`src/rtl/bf16_div_seq.sv`:
```
// bf16_div_seq: iterative bfloat16 divider, c = a / b.
// Restoring division producing one quotient bit per clock, with a start/ready
// handshake and a one-cycle out_valid pulse per result.
// Subnormal inputs are flushed to zero, and subnormal results flush to signed zero.
// Every NaN result returns CANON_NAN.
// Ports:
//   clk       rising-edge clock
//   rst       asynchronous reset, active-high
//   start     request, accepted only while ready=1
//   a, b      bf16 dividend / divisor, sampled on the accepting edge
//   ready     idle, can accept start
//   out_valid one-cycle pulse: c holds a new result
//   c         bf16 quotient, held until the next result
//   busy      inverse of ready
module bf16_div_seq #(
  parameter int unsigned QBITS     = 10,
  parameter logic [15:0] CANON_NAN = 16'h7FC0
) (
  input  logic        clk,
  input  logic        rst,
  input  logic        start,
  input  logic [15:0] a,
  input  logic [15:0] b,
  output logic        ready,
  output logic        out_valid,
  output logic [15:0] c,
  output logic        busy
);

  typedef enum logic [2:0] {IDLE, UNPACK, DIV, ROUND, DONE} state_t;

  state_t state, state_nxt;

  logic [15:0]       a_r, b_r;
  logic [9:0]        rem;
  logic [7:0]        mb;
  logic [QBITS-1:0]  q;
  logic [3:0]        cnt;
  logic signed [9:0] exp_r;
  logic              sign_r;
  logic [15:0]       res;

  // Operand classification on the latched operands
  logic [7:0]        ea, eb;
  logic [7:0]        ma, mbv;
  logic              a_zero, b_zero, a_inf, b_inf, a_nan, b_nan;
  logic              sign_u;
  logic              spec_hit;
  logic [15:0]       spec_val;
  logic signed [9:0] exp_u;

  always_comb begin
    ea     = a_r[14:7];
    eb     = b_r[14:7];
    ma     = {1'b1, a_r[6:0]};
    mbv    = {1'b1, b_r[6:0]};
    sign_u = a_r[15] ^ b_r[15];
    a_zero = (ea == 8'h00);
    b_zero = (eb == 8'h00);
    a_inf  = (ea == 8'hFF) && (a_r[6:0] == 7'h00);
    b_inf  = (eb == 8'hFF) && (b_r[6:0] == 7'h00);
    a_nan  = (ea == 8'hFF) && (a_r[6:0] != 7'h00);
    b_nan  = (eb == 8'hFF) && (b_r[6:0] != 7'h00);
    exp_u  = $signed({2'b00, ea}) - $signed({2'b00, eb}) + 10'sd127;
    spec_hit = 1'b1;
    spec_val = 16'h0000;
    if (a_nan || b_nan)
      spec_val = CANON_NAN;
    else if ((a_inf && b_inf) || (a_zero && b_zero))
      spec_val = CANON_NAN;
    else if (a_inf || b_zero)
      spec_val = {sign_u, 8'hFF, 7'h00};
    else if (a_zero || b_inf)
      spec_val = {sign_u, 15'h0000};
    else
      spec_hit = 1'b0;
  end

  // Round to nearest even: q = {int bit, 7 fraction bits, guard, round}
  logic              rnd_up;
  logic [8:0]        mant_sum;
  logic signed [9:0] exp_f;
  logic [15:0]       rnd_val;

  always_comb begin
    rnd_up   = q[1] & (q[0] | (|rem) | q[2]);
    mant_sum = {1'b0, q[QBITS-1:2]} + {8'h00, rnd_up};
    exp_f    = exp_r + $signed({9'd0, mant_sum[8]});
    if (exp_f >= 10'sd255)
      rnd_val = {sign_r, 8'hFF, 7'h00};
    else if (exp_f <= 10'sd0)
      rnd_val = {sign_r, 15'h0000};
    else
      rnd_val = {sign_r, exp_f[7:0], mant_sum[8] ? 7'h00 : mant_sum[6:0]};
  end

  always_ff @(posedge clk or posedge rst) begin
    if (rst) state <= IDLE;
    else     state <= state_nxt;
  end

  always_comb begin
    state_nxt = state;
    case (state)
      IDLE:    if (start) state_nxt = UNPACK;
      UNPACK:  state_nxt = spec_hit ? DONE : DIV;
      DIV:     if (cnt == 4'(QBITS - 1)) state_nxt = ROUND;
      ROUND:   state_nxt = DONE;
      DONE:    state_nxt = IDLE;
      default: state_nxt = IDLE;
    endcase
  end

  always_ff @(posedge clk or posedge rst) begin
    if (rst) begin
      a_r       <= '0;
      b_r       <= '0;
      rem       <= '0;
      mb        <= '0;
      q         <= '0;
      cnt       <= '0;
      exp_r     <= '0;
      sign_r    <= 1'b0;
      res       <= '0;
      c         <= '0;
      out_valid <= 1'b0;
    end else begin
      out_valid <= 1'b0;
      case (state)
        IDLE: begin
          if (start) begin
            a_r <= a;
            b_r <= b;
          end
        end
        UNPACK: begin
          sign_r <= sign_u;
          cnt    <= '0;
          q      <= '0;
          mb     <= mbv;
          res    <= spec_val;
          // Pre-shift a smaller dividend so the quotient lands in [1,2)
          if (ma < mbv) begin
            rem   <= {1'b0, ma, 1'b0};
            exp_r <= exp_u - 10'sd1;
          end else begin
            rem   <= {2'b00, ma};
            exp_r <= exp_u;
          end
        end
        DIV: begin
          if (rem >= {2'b00, mb}) begin
            rem <= {rem[8:0] - {1'b0, mb}, 1'b0};
            q   <= {q[QBITS-2:0], 1'b1};
          end else begin
            rem <= {rem[8:0], 1'b0};
            q   <= {q[QBITS-2:0], 1'b0};
          end
          cnt <= cnt + 4'd1;
        end
        ROUND: res <= rnd_val;
        DONE: begin
          c         <= res;
          out_valid <= 1'b1;
        end
        default: ;
      endcase
    end
  end

  assign ready = (state == IDLE);
  assign busy  = ~ready;

endmodule

```
`config.mk`:
```
export PLATFORM = sky130hd
export DESIGN_NAME = bf16_div_seq
export DESIGN_NICKNAME = d
export VERILOG_FILES = /design/src/rtl/bf16_div_seq.sv
export SDC_FILE = /design/constraint.sdc
export NUM_CORES = 1
export LEC_CHECK = 0
export BUFFER_PORTS_ARGS = -buffer_cell sky130_fd_sc_hd__clkbuf_2
export CAP_MARGIN = 20
export CORE_ASPECT_RATIO = 1.4
export CORE_UTILIZATION = 50
export DETAILED_ROUTE_END_ITERATION = 8
export GPL_TIMING_DRIVEN = 0
export PLACE_DENSITY = 0.65
export SETUP_SLACK_MARGIN = 0.3
export SYNTH_ARGS = -nofsm -noshare
export SYNTH_HDL_FRONTEND = slang
export SYNTH_SLANG_ARGS = --single-unit
```
`constraint.sdc`:
```
create_clock -name clk -period 5 [get_ports clk]
set_input_delay 0.75 -clock clk [delete_from_list [all_inputs] [get_ports clk]]
set_output_delay 0.75 -clock clk [all_outputs]
set_load 0.05 [all_outputs]
```
Yosys cells after proc, flatten, opt, wreduce, memory -nomap -nowiden
Index checks and enable logic that the tools add are counted.
Operators by class
  $add $sub $neg: 7
  order comparisons: 4
  eq/ne operators: 9
  multiplexer cells: 24
  bitwise operators: 5
  reduce and logical (&&, ||, !) cells: 22
Operators with widths (number)
  16-bit 2-to-1 mux: 4
  10-bit one-hot mux with 2 select lines: 2
  16-bit one-hot mux with 2 select lines: 1
  15-bit 2-to-1 mux: 2
  10-bit 2-to-1 mux: 2
  8-bit == test, second input constant: 2
  8-bit logical NOT: 2
  7-bit logical NOT: 2
  7-bit nonzero test: 2
  3-bit one-hot mux with 4 select lines: 1
  10-bit by 2-bit adder with 10-bit output: 1
  9-bit by 8-bit adder with 10-bit output, second input constant: 1
  10-bit by 8-bit greater-or-equal comparator with 1-bit output: 1
  10-bit by 9-bit greater-or-equal comparator with 1-bit output, second input constant: 1
  10-bit by 1-bit <= comparator with 1-bit output, second input constant: 1
  10-bit OR reduction: 1
  10-bit by 2-bit subtractor with 10-bit output, second input constant: 1
  8-bit by 1-bit adder with 9-bit output: 1
  3-bit 2-to-1 mux: 3
  9-bit 2-to-1 mux: 1
  8-bit by 8-bit subtractor with 9-bit output: 1
  9-bit by 8-bit subtractor with 9-bit output: 1
  8-bit less-than comparator: 1
  4-bit one-hot mux with 2 select lines: 1
  other kinds (17): 35
Word-level totals
  register bits after elaboration: 111
  bits of input ports: 35
  output and inout bits: 19

Depth between registers and ports, before layout
  depth in word-level cells: 10
  depth in mapped cells: 15
  gate-level depth less buffers: 15

Worst setup path after synthesis
OpenSTA, ideal clock, no wires.
  path type: register to register
  start: register a_r[7]
  end: register exp_r[8]
  data arrival time: 2.768 ns
  data required time: 4.868 ns
  path slack: 2.101 ns
  stages on the path, launching flop included: 13
  path buffers: 0
  cell sequence: dfrtp_1 > inv_1 > ha_1 > inv_1 > fa_1 > a21o_1 > a21oi_2 > xnor2_4 > nand4_1 > or3b_1 > a211o_1 > xnor2_1 > o21ai_1
On the way
  longest elaborated chain between the ends: 4
Ends and longest elaborated chain
  start: declaration: line 34  | logic [15:0] a_r, b_r;
  start signal: assignment: line 116  | a_r <= '0;
  start signal: assignment: line 132  | a_r <= a;
  8-bit by 8-bit subtractor with 9-bit output *: line 64  | exp_u = $signed({2'b00, ea}) - $signed({2'b00, eb}) + 10'sd127;
  9-bit by 8-bit adder with 10-bit output *: line 64
  10-bit by 2-bit subtractor with 10-bit output: line 145  | exp_r <= exp_u - 10'sd1;
  10-bit 2-to-1 mux *: line 143  | if (ma < mbv) begin
  end signal: assignment: line 145
  end signal: assignment: line 148  | exp_r <= exp_u;
  end: declaration: line 39  | logic signed [9:0] exp_r;
Every way passes the cells marked *; elsewhere a longest branch is shown, timed or not.
A chain may end at the register's enable or synchronous reset.

Worst setup path after layout
  start: register q[2]
  end: register res[3]
On the way
  longest elaborated chain between the ends: 8
  elaborated cells between the ends (all ways): 10
  classes of those cells: add/sub: 2; order compare: 2; mux: 4; bitwise: 2
Ends and longest elaborated chain
  start: declaration: line 37  | logic [QBITS-1:0] q;
  start signal: assignment: line 154  | q <= {q[QBITS-2:0], 1'b1};
  start signal: assignment: line 157  | q <= {q[QBITS-2:0], 1'b0};
  1-bit bitwise OR: line 86  | rnd_up = q[1] & (q[0] | (|rem) | q[2]);
  1-bit AND: line 86
  8-bit by 1-bit adder with 9-bit output *: line 87  | mant_sum = {1'b0, q[QBITS-1:2]} + {8'h00, rnd_up};
  10-bit by 2-bit adder with 10-bit output: line 88  | exp_f = exp_r + $signed({9'd0, mant_sum[8]});
  10-bit by 1-bit <= comparator with 1-bit output: line 91  | else if (exp_f <= 10'sd0)
  15-bit 2-to-1 mux: line 91
  15-bit 2-to-1 mux *: line 89  | if (exp_f >= 10'sd255)
  16-bit one-hot mux with 2 select lines *: line 129  | case (state)
  end signal: assignment: line 141  | res <= spec_val;
  end signal: assignment: line 161  | ROUND: res <= rnd_val;
  end: declaration: line 41  | logic [15:0] res;
Marks and branches as above.

==> summary.txt <==
Final layout
  – Post-route non-filler standard cell count: about 860
  – Fill cells: 1101
  – Nets@finish: around 770
  – Number of diodes: 0
  – Synth-to-Final Area Change: 12.08%
  – Share of cells above drive strength 1: 18.00%
  – Final core utilization: 58.34%

Floorplanning
  – Starting Density: ~52%
  – Chip height: approximately 130 um
  – Core Region: 12000 um^2
  – Die Span X: a little under 100 um
  – DIE AREA: ~13000 um^2
  – Cell Rows: between 40 and 50
  – Num ports: 54

Timing
  – Clock skew: about 0.010 ns
  – Worst hold slack: between 0.4 and 0.5 ns
  – Slew Viols, Final: 0
  – Crit path time final: approximately 3.5 ns
  – Hold Fails Final Rpt: 0
  – Relative slew slack: between 50% and 60%
  – RSZ-0062 raised after global routing: no
  – Worst-Margin Slew: between 0.6 and 0.7 ns
  – Setup_tns: 0 ns
  – Endpoints failing setup: 0
  – Fmax: roughly 0.29 GHz
  – Final worst-path cycle share: between 60% and 70%

Global routing
  – First-pass GRT wire length: between 20000 and 25000 um
  – Number of global-route vias before repair: around 4800
  – Antenna violations before repair: 0
  – Tot GR Track Use: about 22%
  – Global route total overflow: 0
  – Largest net degree at the start of global routing: 73

Synthesis
  – Seq/Total Area, Yosys: about 44%
  – Top FF cell, synth: dfrtp_1
  – Post-Syn Area per Cell: between 9 and 10 um^2
  – Post-synth top cells: 111 x dfrtp_1, 83 x nand2_1, 59 x o21ai_0, 37 x inv_1, 37 x mux2_2
  – Post-synth cell types: between 60 and 70
  – Synth Instances: 640
  – Cell taking the most area after synthesis: dfrtp_1
  – Syn. warnings: 0
  – Most frequent cell after synthesis: dfrtp_1
  – Register bit total from synthesis: roughly 110
  – Number of synthesized flops with an enable pin: 0
  – Synth top area share: roughly 44%
  – Mapped Area: 6245 um^2
  – Syn_nets: around 710
  – Post-synth ARST share: 100.0%
  – Synth area leaders: dfrtp_1 44%, mux2_2 6.7%, ha_1 5.8%

Setup path
  – WP data required: about 5.2 ns
  – Worst Setup Path Type: flip-flop to flip-flop
  – Worst Setup End Kind: flip-flop
  – CP Launch Type: flip-flop
  – Worst Path Max Fanout: 6
  – Worst Path Arrival: 3.71 ns

Routing
  – Drt total wl: 13350 um
  – Routed Antenna Nets: 0
  – WL/cell: around 16 um
  – Drt pass-1 iters: 4
  – Via count: around 4800
  – Initial DRC Count: roughly 210
  – Residual DRC: 0
  – Vias/cell: 5.620

Run status
  – Status: finished clean

CTS
  – Clock buffer depth: 2
  – Post-CTS Setup Bufs: 0
  – Worst-Skew Late Latency: approximately 0.35 ns
  – Hold_buf cts: 0
  – Clock sink count: between 100 and 150
  – Num CTS Buffers: 9
  – Cts repair resizes: 0
  – H-tree Lvls: 3
  – CTS tree: built
  – CTS clock-pin slew for the worst setup and hold paths: about 0.07 ns
  – CTS root buf: clkbuf_16

Placement
  – RD Place Congestion: ~0.85
  – Port-buffer cells: 53
  – Hpwl dp: about 10000 um
  – Placed Cells: between 800 and 900

Run
  – # Max-Cap Violations: 0

Min path
  – HP Class: input pin to async pin
==> metrics by stage <==
stage          instance area, um^2  worst slack (ns)
2_1_floorplan                 6245             1.319
3_3_place_gp                  6694            0.1670
3_5_place_dp                  6724             1.533
4_1_cts                       6994             1.520
5_1_grt                       6999             1.211
6_report                      6999             1.509
==> placed cells by master, fill, tap and decap left out, types with 3 or more instances in the layout <==
master	instances
a21o_1	10
xor2_1	16
or4_1	3
a22o_1	8
nand3_1	14
ha_1	29
mux2i_1	8
buf_2	5
a211oi_1	9
clkbuf_1	23
xnor2_1	22
or3_1	4
clkbuf_16	9
o211ai_1	4
nor4_1	8
mux2_2	37
and2_1	4
nand2b_1	8
nand3b_1	4
nor3_1	9
nand2_1	83
clkbuf_2	54
nor2_1	34
inv_1	36
dfrtp_1	111
a31oi_1	7
a21oi_1	20
and3_1	5
o21ai_1	4
nand4_1	14
o21ai_0	59
nor2b_1	5
==> cell type report <==
class | count | area [um^2] | area share (%)
tap | 147 | 183.9 | 2.628
multi-input combinational | 466 | 3221 | 46.01
inverter | 37 | 141.4 | 2.020
clock inverter | 2 | 16.27 | 0.2324
buffer | 26 | 107.6 | 1.537
clock buffer | 14 | 254.0 | 3.629
timing repair buffer | 55 | 297.8 | 4.255
sequential | 111 | 2778 | 39.69
==> state kept, by name, summed over array words and instances, names as in the netlist <==
| register | count |
|---|---|
| q | 10 |
| b_r | 16 |
| exp_r | 10 |
| a_r | 16 |
| res | 16 |
| mb | 8 |
| out_valid | 1 |
| state | 3 |
| sign_r | 1 |
| cnt | 4 |
| rem | 10 |
| c | 16 |
==> path summary, 6_finish.rpt <==
| kind | start | to | slack [ns] | depth (start not counted) |
|---|---|---|---|---|
| worst min-delay path | rst | c[13]$_DFFE_PP0P_ | 0.43 | 2 |
| max in group asynchronous | rst | rem[5]$_DFFE_PP0P_ | 3.86 | 3 |
| worst max register to register | q[2]$_DFFE_PP0P_ | res[3]$_DFFE_PP0P_ | 1.51 | 15 |
| min in group clk | mb[7]$_DFFE_PP0P_ | mb[7]$_DFFE_PP0P_ | 0.47 | 2 |
| worst max-delay path | q[2]$_DFFE_PP0P_ | res[3]$_DFFE_PP0P_ | 1.51 | 15 |
| worst min register to register | mb[7]$_DFFE_PP0P_ | mb[7]$_DFFE_PP0P_ | 0.47 | 2 |
==> cell families (layout without fill, tap and decap cells) <==
group	Yosys count	after routing	share of synthesized area [%]
buf+inv	63	134	3.947
fa+ha+maj	31	31	6.452
compound gates	143	143	14.65
flops	111	111	44.48
simple gates	205	205	15.87
xor+xnor	41	41	6.291
mux	46	46	8.315
==> worst max-delay path, stage by stage (launching register included) <==
cell and delay [ns]:
dfrtp_1 0.41, and2_1 0.17, ha_1 0.20, nand3_1 0.12
nor2_1 0.19, and3_1 0.24, ha_1 0.26, ha_1 0.31
xor2_1 0.20, and3_1 0.19, nand3_1 0.08, o41ai_1 0.39
a31oi_1 0.10, nand4_1 0.20, or2_1 0.19, o21ai_0 0.13
==> metal layers <==
| layer | vias up | wire length, um | global-route usage (%) |
|---|---|---|---|
| met5 | - | 0 | 0 |
| met4 | 0 | 285 | 8.742 |
| met3 | 18 | 320 | 2.494 |
| met2 | 98 | 6956 | 39.24 |
| met1 | 2304 | 5787 | 26.82 |
| li1 | 2402 | - | - |
Power is not shown: default switching activity piles up to over one toggle a cycle in this logic, so the estimate is an artifact.
